**src/rtl/laser_safety_sequencer.sv**
```systemverilog
// Laser power-enable / TA shutdown sequencer: qualifies power, waits out settle time,
// arms, and latches faults through a clear, cooldown and retry-limited lockout sequence.
module laser_safety_sequencer #(
  parameter int PWR_SETTLE_CYCLES = 25000,
  parameter int COOLDOWN_CYCLES   = 250000,
  parameter int MAX_RETRIES       = 3,
  parameter int CNT_W             = 20
) (
  input  logic       clk,
  input  logic       rst,
  input  logic       arm,
  input  logic       enable_error_check,
  input  logic       pwr_good,
  input  logic [3:0] fault_vec,
  input  logic       clear_fail,
  output logic       laser_pwr_en,
  output logic       ta_shutdown,
  output logic [2:0] state,
  output logic [4:0] fault_latched,
  output logic [1:0] retry_count,
  output logic       lockout
);

  localparam logic [2:0] ST_OFF      = 3'd0;
  localparam logic [2:0] ST_SETTLE   = 3'd1;
  localparam logic [2:0] ST_ARMED    = 3'd2;
  localparam logic [2:0] ST_FAULT    = 3'd3;
  localparam logic [2:0] ST_COOLDOWN = 3'd4;
  localparam logic [2:0] ST_LOCKOUT  = 3'd5;

  localparam logic [CNT_W-1:0] SETTLE_LAST = CNT_W'(PWR_SETTLE_CYCLES - 1);
  localparam logic [CNT_W-1:0] COOL_LAST   = CNT_W'(COOLDOWN_CYCLES - 1);
  localparam logic [1:0]       RETRY_LIMIT = 2'(MAX_RETRIES);

  logic [2:0]       state_next;
  logic [CNT_W-1:0] timer;
  logic [CNT_W-1:0] timer_next;
  logic [4:0]       latched_next;
  logic [1:0]       retry_next;
  logic             lf;

  // Priority inside each state: live fault, then arm release, then timer expiry, then clear.
  always_comb begin
    lf           = ((|fault_vec) & enable_error_check) | ~pwr_good;
    state_next   = state;
    retry_next   = retry_count;
    latched_next = fault_latched;
    case (state)
      ST_OFF: begin
        if (arm && pwr_good) state_next = ST_SETTLE;
      end
      ST_SETTLE: begin
        if (lf)                       state_next = ST_FAULT;
        else if (!arm)                state_next = ST_OFF;
        else if (timer == SETTLE_LAST) state_next = ST_ARMED;
      end
      ST_ARMED: begin
        if (lf) begin
          state_next = ST_FAULT;
          if (retry_count != 2'd3) retry_next = retry_count + 2'd1;
        end else if (!arm) begin
          state_next = ST_OFF;
        end
      end
      ST_FAULT: begin
        if (!lf && clear_fail)
          state_next = (retry_count >= RETRY_LIMIT) ? ST_LOCKOUT : ST_COOLDOWN;
      end
      ST_COOLDOWN: begin
        if (timer == COOL_LAST) begin
          state_next   = ST_OFF;
          latched_next = 5'd0;
        end
      end
      ST_LOCKOUT: begin
        state_next = ST_LOCKOUT;
      end
      default: begin
        state_next      = ST_FAULT;
        latched_next[4] = 1'b1;
      end
    endcase

    // Fault causes accumulate on entry and on every cycle spent in FAULT.
    if (state_next == ST_FAULT)
      latched_next = latched_next | {~pwr_good, fault_vec & {4{enable_error_check}}};

    timer_next = '0;
    if ((state_next == state) && ((state == ST_SETTLE) || (state == ST_COOLDOWN)))
      timer_next = timer + CNT_W'(1);
  end

  // Outputs are decoded from the next state so they change on the transition edge.
  always_ff @(posedge clk) begin
    if (rst) begin
      state         <= ST_OFF;
      timer         <= '0;
      fault_latched <= 5'd0;
      retry_count   <= 2'd0;
      laser_pwr_en  <= 1'b0;
      ta_shutdown   <= 1'b1;
      lockout       <= 1'b0;
    end else begin
      state         <= state_next;
      timer         <= timer_next;
      fault_latched <= latched_next;
      retry_count   <= retry_next;
      laser_pwr_en  <= (state_next == ST_SETTLE) || (state_next == ST_ARMED);
      ta_shutdown   <= (state_next != ST_ARMED);
      lockout       <= (state_next == ST_LOCKOUT);
    end
  end

endmodule

```
**config.mk**
```make
export PLATFORM = sky130hd
export DESIGN_NAME = laser_safety_sequencer
export DESIGN_NICKNAME = d
export VERILOG_FILES = /design/src/rtl/laser_safety_sequencer.sv
export SDC_FILE = /design/constraint.sdc
export NUM_CORES = 1
export LEC_CHECK = 0
export CORE_MARGIN = 3
export CORE_UTILIZATION = 53
export CTS_CLUSTER_SIZE = 12
export DETAILED_ROUTE_END_ITERATION = 8
export GPL_TIMING_DRIVEN = 0
export PLACE_DENSITY = 0.78
export SLEW_MARGIN = 20
export SYNTH_ARGS = -nofsm -noshare
export SYNTH_HDL_FRONTEND = slang
export SYNTH_SLANG_ARGS = --single-unit
```
**constraint.sdc**
```tcl
create_clock -name clk -period 2.4 [get_ports clk]
set_input_delay 0.48 -clock clk [delete_from_list [all_inputs] [get_ports clk]]
set_output_delay 0.48 -clock clk [all_outputs]
set_load 0.01 [all_outputs]
```
==> out/metrics.cfg, run 1 <==
[layout]
final_area_sq_mm = 0.00195
drive_above_1_share_pct = 9.91
antennaDiodeCount = 0
fillers = 242
stdcell_count = 243
syn_to_final_growth_pct = 19.5
nNetsFinal = 223

[sta]
drv_slew = 0
fin_crit_sh_pct = 95.4
post-route-min-period_ns = 2.29
finalHoldViolations = 0
worstMarginPinSlew_ns = 0.501
clock.fmax_mhz = 437
setup_tns_ns = 0
worst_slack_ns = 0.109
slew_headroom_pct = 66.3
finalSetupViolCount = 0
rsz0062_at_grt = false
fin_skew_ns = 0.00954

[critical_path]
worst-path-max-fanout = 5
rr_endpoint = ta_shutdown
path_class = in -> reg
rrSetupSlack_ns = 0.26
r2r-start = timer[0]
arrival_ns = 2.50
crit_path_start_kind = input pin
reg2regPathDepth = 7
path_cells = clkdlybuf4s50_1 > o41a_1 > nor2_1 > a31oi_1 > or4_1
worst_path_max_delay_cell = or4_1
critPathRequiredTime_ns = 2.61
crit_path_end_kind = register
slowest_delay_ns = 0.56

[clocking]
clockRootBuffer = clkbuf_4
cts_tree = done
clockBufferDepth = 2
clock_sinks = 33
post-cts-setup-buffers = 0
cts-hold-fix-buffers = 0
clk-insertion-delay-late_ns = 0.34
cts.htree.levels = 2
ctsResizeCount = 0
clk_pin_slew_ns = 0.09
numCtsBuffers = 5

[die]
die_height_um = 61.5
die_w_um = 61.5
core_sq_mm = 0.00285
ios = 23
rows = 19
die_area_sq_mm = 0.00379
start_util_pct = 57.3

[grt]
grt_pass1_vias = 1384
overflow = 0
antenna_found_initial = 0
grt_pass1_wl_mm = 5.97
grt_max_degree = 11
gr-usage-all-layers_pct = 21.1

[synthesis]
syn-instance-count = 183
netlist_area_sq_mm = 0.00164
ys_seq_area_share_pct = 40.4
synth.avg_cell_area_sq_um = 8.94
synth_nets = 195
yosysWarnings = 0
ys_types = 44
ys_ff_latch = 33

[place]
place.gp.congestion = 0.876
pre_cts_slack_ns = -0.213
dp.cells = 235
placed_area_sq_mm = 0.00188
io_buffer_count = 21
place_hpwl_mm = 2.54

[routing]
via_count = 1397
dr.pass1.iters = 4
postRouteAntennaNets = 0
wl_mm = 3.32
wire_per_inst_um = 13.6
drt_iter0_markers = 56
drc_errors = 0
via_per_inst = 5.75

[power_and_ir_drop]
ir_drop_v = 0.000422
power_density_mw_per_mm2 = 557
power.leakage_uw = 0.000681

[status]
status = completed

[run]
cap_violations = 0

[min_path]
min_path_cells = 2
holdPathEnd = retry_count[0]
hp-class = in -> reg
worstHoldStart = rst

[worst max-delay path, delay by kind of cell]
family	cells	cell delay, ns
AND/OR/NAND/NOR	2	0.82
AO/OA/AOI/OAI	2	0.77
buffers and inverters	1	0.44
[state kept, by name, indices dropped and copies added (netlist names)]
| signal | count |
|---|---|
| retry_count | 2 |
| laser_pwr_en | 1 |
| state | 3 |
| lockout | 1 |
| timer | 20 |
| ta_shutdown | 1 |
| fault_latched | 5 |
[worst max path at each step]
stage	startpoint	end	slack (ns)
final	fault_vec[1]	ta_shutdown	0.11
after global routing	fault_vec[1]	ta_shutdown	0.06
after CTS	fault_vec[0]	ta_shutdown	0.15
after detailed placement	fault_vec[1]	ta_shutdown	-0.21
after global placement	fault_vec[0]	fault_latched[3]	-0.17
after floorplan	fault_vec[0]	fault_latched[0]	0.38
[stage by stage]
step / total power (uW) / hold slack, ns / util [%]
floorplan: 684 / 0.426 / -
global placement: 744 / 0.438 / 66.1
detailed placement: 749 / 0.447 / 66.1
CTS: 1100 / 0.443 / 68.5
global route: 1150 / 0.461 / 68.5
finish: 1090 / 0.464 / 68.5
[layer usage]
layer,vias up,track usage (%),share of wire [%]
met4,0,11.8,2.5
met5,-,0,0
met1,636,24.5,41
met3,9,5.66,7.8
met2,51,35.0,48
li1,701,-,-
[cell type report]
cell class,instances,area [sq um],area share (%)
Tap cell,31,38.8,1.98
Inverter,7,26.3,1.34
Sequential cell,33,661,33.8
Timing Repair Buffer,21,210,10.8
Clock inverter,1,5.00,0.256
Buffer,8,48.8,2.50
Clock buffer,7,65.1,3.33
Multi-Input combinational cell,135,900,46.0
[placed cells by master (no fill, tap or decap), types with 2 or more instances in the layout]
| cell type | n |
|---|---|
| a21oi_1 | 5 |
| a22o_1 | 4 |
| a41oi_1 | 2 |
| and3_1 | 6 |
| and4_1 | 4 |
| buf_2 | 2 |
| buf_6 | 2 |
| clkbuf_1 | 3 |
| clkbuf_4 | 5 |
| clkbuf_8 | 2 |
| clkdlybuf4s50_1 | 21 |
| dfxtp_1 | 33 |
| ha_1 | 2 |
| inv_1 | 7 |
| nand2_1 | 8 |
| nand2b_1 | 3 |
| nand3_1 | 6 |
| nand4_1 | 4 |
| nor2_1 | 35 |
| nor2b_1 | 5 |
| nor3_1 | 4 |
| nor4b_1 | 2 |
| nor4bb_1 | 2 |
| o21ai_0 | 2 |
| o31a_1 | 2 |
| o41a_1 | 2 |
| xnor2_1 | 11 |
| xor2_1 | 8 |
[where the power goes]
part / switching [uW] / internal, uW
sequential: 8.79 / 564
clock: 182 / 170
combinational: 83.9 / 80.5
[Yosys cell counts (all sizes together)]
cell type | instances | area, sq um
o211a | 1 | 10.0
nand4 | 4 | 25.0
and3 | 6 | 37.5
a2111oi | 1 | 15.0
nor4bb | 2 | 20.0
mux2i | 1 | 10.0
and4 | 4 | 35.0
and2 | 1 | 6.26
ha | 2 | 25.0
nor3 | 4 | 20.0
nor3b | 1 | 12.5
buf | 4 | 32.5
xor2 | 8 | 70.1
o31a | 3 | 27.5
o41a | 2 | 22.5
o311ai | 1 | 8.76
o21ai | 2 | 10.0
nand3 | 6 | 30.0
a22o | 4 | 35.0
a221oi | 1 | 8.76
nor4b | 2 | 17.5
or4 | 1 | 7.51
o221ai | 1 | 15.0
nand2b | 3 | 18.8
a31oi | 1 | 6.26
or2 | 1 | 6.26
a21oi | 5 | 25.0
dfxtp | 33 | 661
and4b | 1 | 10.0
inv | 7 | 26.3
nor4 | 2 | 18.8
a41oi | 2 | 17.5
nor2 | 35 | 131
nand2 | 8 | 30.0
xnor2 | 11 | 96.3
or3 | 1 | 6.26
nor2b | 5 | 31.3
a211oi | 2 | 32.5
clkbuf | 4 | 16.3
[logic make-up (layout without fill, tap and decap cells)]
logic type	after synthesis	after routing	synth area share, %
compound gates	26	26	14.3
xor+xnor	19	19	10.2
fa+ha+maj	2	2	1.53
buf+inv	15	44	4.59
flops	33	33	40.4
mux	1	1	0.612
simple gates	87	87	28.4
No activity file was read; power rests on OpenSTA's default activity.
==> run 2, diff against run 1 <==
- CELL_PAD_IN_SITES_DETAIL_PLACEMENT: not set -> 0
- CELL_PAD_IN_SITES_GLOBAL_PLACEMENT: not set -> 1
- CORE_UTILIZATION: 53 -> 40
- PLACE_DENSITY: 0.78 -> not set
- PLACE_DENSITY_LB_ADDON: not set -> 0.1
==> out/metrics.cfg, run 2 (synthesized netlist as in run 1, its figures left out) <==
[status]
status = completed

[layout]
nNetsFinal = 223  ; unchanged
antennaDiodeCount = 0  ; unchanged
reg.largest.list = timer: 20 flops, fault_latched: 5 flops, state: 3 flops
mostFrequentLayoutCell = nor2_1
syn_to_final_growth_pct = 22.9
top_register = timer
layout_common_cells = nor2_1 (34), dfxtp_1 (33), clkdlybuf4s50_1 (21)
largest_register_ffs = 20  ; unchanged
drive_above_1_share_pct = 10.4  ; +0.47 points
fillers = 353  ; +46%

[critical_path]
arrival_ns = 2.48  ; -0.02 ns
worst_path_max_delay_cell = o41a_1
cp_top_family = compound AO/OA/AOI/OAI gates
critPathRequiredTime_ns = 2.57  ; -0.04 ns
worst_path_most_repeated_cell = o41a_1
crit_path_start_kind = input pin
slowest_delay_ns = 0.53  ; -0.03 ns
crit_path_end_kind = register
worst-path-max-fanout = 5  ; unchanged
path_cells = clkdlybuf4s50_1 > o41a_1 > o41a_1 > a211oi_4 > nor3b_2 > a22o_1
path_class = in -> reg
path_buf_inv = 1  ; unchanged

[sta]
worstMarginPinSlew_ns = 0.524  ; +0.0233 ns
slew_headroom_pct = 64.7  ; -1.6 points
drv_slew = 0  ; unchanged
fin_crit_sh_pct = 96.2  ; +0.78 points
fin_skew_ns = 0.00190  ; -0.00763 ns
rsz0062_at_grt = false
finalSetupViolCount = 0  ; unchanged
setup_tns_ns = 0  ; unchanged
clock.fmax_mhz = 433  ; -0.81%
post-route-min-period_ns = 2.31  ; +0.0186 ns
finalHoldViolations = 0  ; unchanged

[die]
rows = 22  ; +3
die_area_sq_mm = 0.00489  ; +29%
die_w_um = 69.9  ; +14%
start_util_pct = 43.1  ; -14 points
die_height_um = 69.9  ; +14%
ios = 23  ; unchanged
core_sq_mm = 0.00380  ; +33%

[routing]
drt_iter0_markers = 120  ; +110%
wire_per_inst_um = 13.0  ; -5.1%
postRouteAntennaNets = 0  ; unchanged
dr.pass1.iters = 4  ; unchanged
drc_errors = 0  ; unchanged
wl_mm = 3.37  ; +1.5%
via_per_inst = 5.32  ; -7.5%
via_count = 1383  ; -1.0%

[grt]
grt_pass1_vias = 1355  ; -2.1%
grt_pass1_wl_mm = 6.02  ; +0.92%
antenna_found_initial = 0  ; unchanged
grt_max_degree = 11  ; unchanged
overflow = 0  ; unchanged
gr-usage-all-layers_pct = 15.1  ; -6.0 points

[place]
io_buffer_count = 21  ; unchanged
place.gp.congestion = 0.837  ; -4.4%
place_hpwl_mm = 2.54  ; +0.27%

[run]
cap_violations = 0  ; unchanged

[clocking]
cts_tree = done
clockBufferDepth = 2  ; unchanged
clockRootBuffer = clkbuf_8
numCtsBuffers = 5  ; unchanged
clk_pin_slew_ns = 0.07  ; -0.02 ns
clock_sinks = 33  ; unchanged
clk-insertion-delay-late_ns = 0.28  ; -0.06 ns
cts-hold-fix-buffers = 0  ; unchanged
cts.htree.levels = 2  ; unchanged

[power_and_ir_drop]
power_density_mw_per_mm2 = 592  ; +6.3%
power.leakage_uw = 0.000694  ; +1.9%
p_total_uw = 1190  ; +9.3%
ir_drop_v = 0.000289  ; -31%

[min_path]
hp-class = reg -> reg

## run 2: cell count changes in the layout (fill, tap and decap cells not counted)
cell,previous run,this run
clkbuf_4,5,0
clkbuf_8,2,7
nor2_1,35,34
nor2_2,0,1
## run 2: timing repair
item                                    CTS  global route
endpoints found under the setup margin    0            19
gates resized for setup                   0             1
setup buffers                             0             0
## run 2: cell type report
cell class	count	area, sq um	area share (%)
buffer	8	48.8	2.43
sequential	33	661	32.9
timing repair buffer	21	210	10.5
clock buffer	7	96.3	4.79
multi-input combinational	135	902	44.9
inverter	7	26.3	1.31
tap	48	60.1	2.99
clock inverter	1	5.00	0.249
## run 2: worst paths after layout
check / from / to / slack, ns / depth (start not counted)
min reg2reg: timer[0] / timer[0] / 0.46 / 1
min: timer[0] / timer[0] / 0.46 / 1
max reg2reg: timer[0] / ta_shutdown / 0.26 / 7
max: fault_vec[0] / fault_latched[3] / 0.09 / 6
## run 2: stage by stage
| step | utilization [%] | hold slack [ns] | setup slack, ns | instance area [sq um] | instances |
|---|---|---|---|---|---|
| CTS | 52.8 | 0.462 | 0.0752 | 2010 | 260 |
| floorplan | - | 0.426 | 0.384 | 1640 | 183 |
| finish | 52.9 | 0.458 | 0.0907 | 2010 | 260 |
| global route | 52.9 | 0.483 | 0.00924 | 2010 | 260 |
| global placement | 50.2 | 0.438 | -0.209 | 1910 | 252 |
| detailed placement | 50.2 | 0.446 | -0.225 | 1910 | 252 |
## run 2: routing by layer
layer	up-vias	GRT usage [%]	part of all wire (%)
li1	699	-	-
met1	640	17.8	45
met2	36	24.9	47
met3	8	4.60	4.7
met4	0	7.23	2.6
met5	-	0	0
## run 2: report_power, final
part,total (uW),internal (uW),switching (uW)
logic,165,80.5,84.1
clock network,452,259,193
registers,573,565,8.63
==> run 3, diff against run 2 <==
- CORE_MARGIN: 3 -> not set
- GPL_TIMING_DRIVEN: 0 -> not set
==> out/metrics.cfg, run 3 (synthesized netlist as in run 1, its figures left out) <==
[clocking]
cts_tree = done
numCtsBuffers = 5  ; unchanged
cts-hold-fix-buffers = 0  ; unchanged
clockRootBuffer = clkbuf_8
post-cts-setup-buffers = 0  ; unchanged
ctsResizeCount = 0  ; unchanged
cts.htree.levels = 2  ; unchanged
clk_pin_slew_ns = 0.07  ; about the same
clock_sinks = 33  ; unchanged
clk-insertion-delay-late_ns = 0.29  ; about the same
clockBufferDepth = 2  ; unchanged

[min_path]
hp-class = reg -> reg
holdPathEnd = timer[0]
min_path_cells = 1  ; unchanged
worstHoldStart = timer[0]

[power_and_ir_drop]
ir_drop_v = 0.000347  ; +20%
power_density_mw_per_mm2 = 627  ; +5.9%
power.leakage_uw = 0.000717  ; +3.4%

[run]
cap_violations = 0  ; unchanged

[die]
die_w_um = 65.9  ; -5.7%
die_height_um = 65.9  ; -5.7%
core_sq_mm = 0.00380  ; unchanged
rows = 22  ; unchanged
die_area_sq_mm = 0.00435  ; -11%
start_util_pct = 43.1  ; unchanged
ios = 23  ; unchanged

[sta]
finalSetupViolCount = 0  ; unchanged
finalHoldViolations = 0  ; unchanged
worstMarginPinSlew_ns = 0.547  ; +0.0224 ns
post-route-min-period_ns = 2.26  ; -0.0481 ns
drv_slew = 0  ; unchanged
clock.fmax_mhz = 442  ; +2.1%
slew_headroom_pct = 63.2  ; -1.5 points
fin_crit_sh_pct = 94.2  ; -2.0 points
rsz0062_at_grt = false
fin_skew_ns = 0.00990  ; +0.00800 ns

[critical_path]
critPathRequiredTime_ns = 2.58  ; about the same
rrSetupSlack_ns = 0.28  ; +0.02 ns
worst-path-max-fanout = 5  ; unchanged
path_class = in -> reg
crit_path_start_kind = input pin
crit_path_end_kind = register
r2r-start = timer[10]
reg2regPathDepth = 5  ; -2
rr_endpoint = ta_shutdown
arrival_ns = 2.44  ; -0.04 ns

[layout]
mostFrequentLayoutCell = nor2_1
nNetsFinal = 224  ; +0.45%
drive_above_1_share_pct = 10.8  ; +0.42 points
top_register = timer
reg.largest.list = timer: 20 flops, fault_latched: 5 flops, state: 3 flops
layout_common_cells = nor2_1 (35), dfxtp_1 (33), clkdlybuf4s50_1 (22)
fin_util_pct = 54.1  ; +1.2 points
antennaDiodeCount = 0  ; unchanged
syn_to_final_growth_pct = 25.7
largest_register_ffs = 20  ; unchanged
stdcell_count = 261  ; +0.38%

[grt]
gr-usage-all-layers_pct = 18.7  ; +3.6 points
overflow = 0  ; unchanged
grt_max_degree = 21  ; +10
antenna_found_initial = 0  ; unchanged
grt_pass1_vias = 1352  ; -0.22%
grt_pass1_wl_mm = 6.00  ; -0.33%

[routing]
postRouteAntennaNets = 0  ; unchanged
wl_mm = 3.61  ; +7.1%
wire_per_inst_um = 13.8  ; +6.7%
via_per_inst = 5.38  ; +1.1%
dr.pass1.iters = 4  ; unchanged
drt_iter0_markers = 93  ; -23%
drc_errors = 0  ; unchanged
via_count = 1403  ; +1.4%

[place]
place_hpwl_mm = 2.67  ; +4.8%
dp.cells = 253  ; +0.40%
place.gp.congestion = 0.845  ; +0.87%
io_buffer_count = 22  ; +4.8%

[status]
status = completed

[run 3: where the power goes]
| group | total (uW) | leakage (uW) | switching [uW] | internal [uW] |
|---|---|---|---|---|
| sequential | 583 | 0.000267 | 18.3 | 565 |
| clock | 541 | 0.0000585 | 203 | 338 |
| combinational | 166 | 0.000392 | 75.5 | 90.4 |
| total | 1290 | 0.000717 | 296 | 994 |
[run 3: metrics by stage]
stage          power (uW)  hold slack (ns)  area [sq um]  TNS (ns)  setup slack, ns
3_5_place_dp          763            0.444          1940     -3.34           -0.176
3_3_place_gp          761            0.436          1940     -2.76           -0.133
5_1_grt              1350            0.493          2060         0           0.0531
6_report             1290            0.467          2060         0            0.139
2_1_floorplan         684            0.426          1640         0            0.384
4_1_cts              1310            0.461          2060         0            0.125
[run 3: layout make-up]
cell class / count / area, sq um
fill: 364 / 1740
multi-input combinational: 135 / 900
inverter: 7 / 26.3
timing repair buffer: 30 / 293
sequential: 33 / 661
tap: 48 / 60.1
clock buffer: 7 / 86.3
clock inverter: 1 / 30.0
[run 3: worst max-delay path by stage]
| stage | startpoint | to | cells past startpoint |
|---|---|---|---|
| after floorplan | fault_vec[0] | fault_latched[0] | 5 |
| after global placement | fault_vec[0] | fault_latched[0] | 6 |
| after detailed placement | fault_vec[0] | fault_latched[2] | 6 |
| after CTS | fault_vec[0] | fault_latched[2] | 6 |
| after global routing | fault_vec[0] | fault_latched[1] | 6 |
| final | fault_vec[0] | fault_latched[2] | 6 |
[run 3: metal layers]
metal | GRT usage [%] | vias to the layer above | share of wire, %
met5 | 0 | - | 0
met4 | 9.04 | 0 | 2.1
li1 | - | 708 | -
met3 | 5.86 | 7 | 4.0
met2 | 33.3 | 25 | 51
met1 | 19.8 | 663 | 43
[run 3: critical path, stage by stage]
cell and delay (ns):
clkdlybuf4s50_1 0.42, o41a_1 0.51, o41a_1 0.44, a211oi_4 0.30
nor3b_2 0.11, a22o_1 0.19
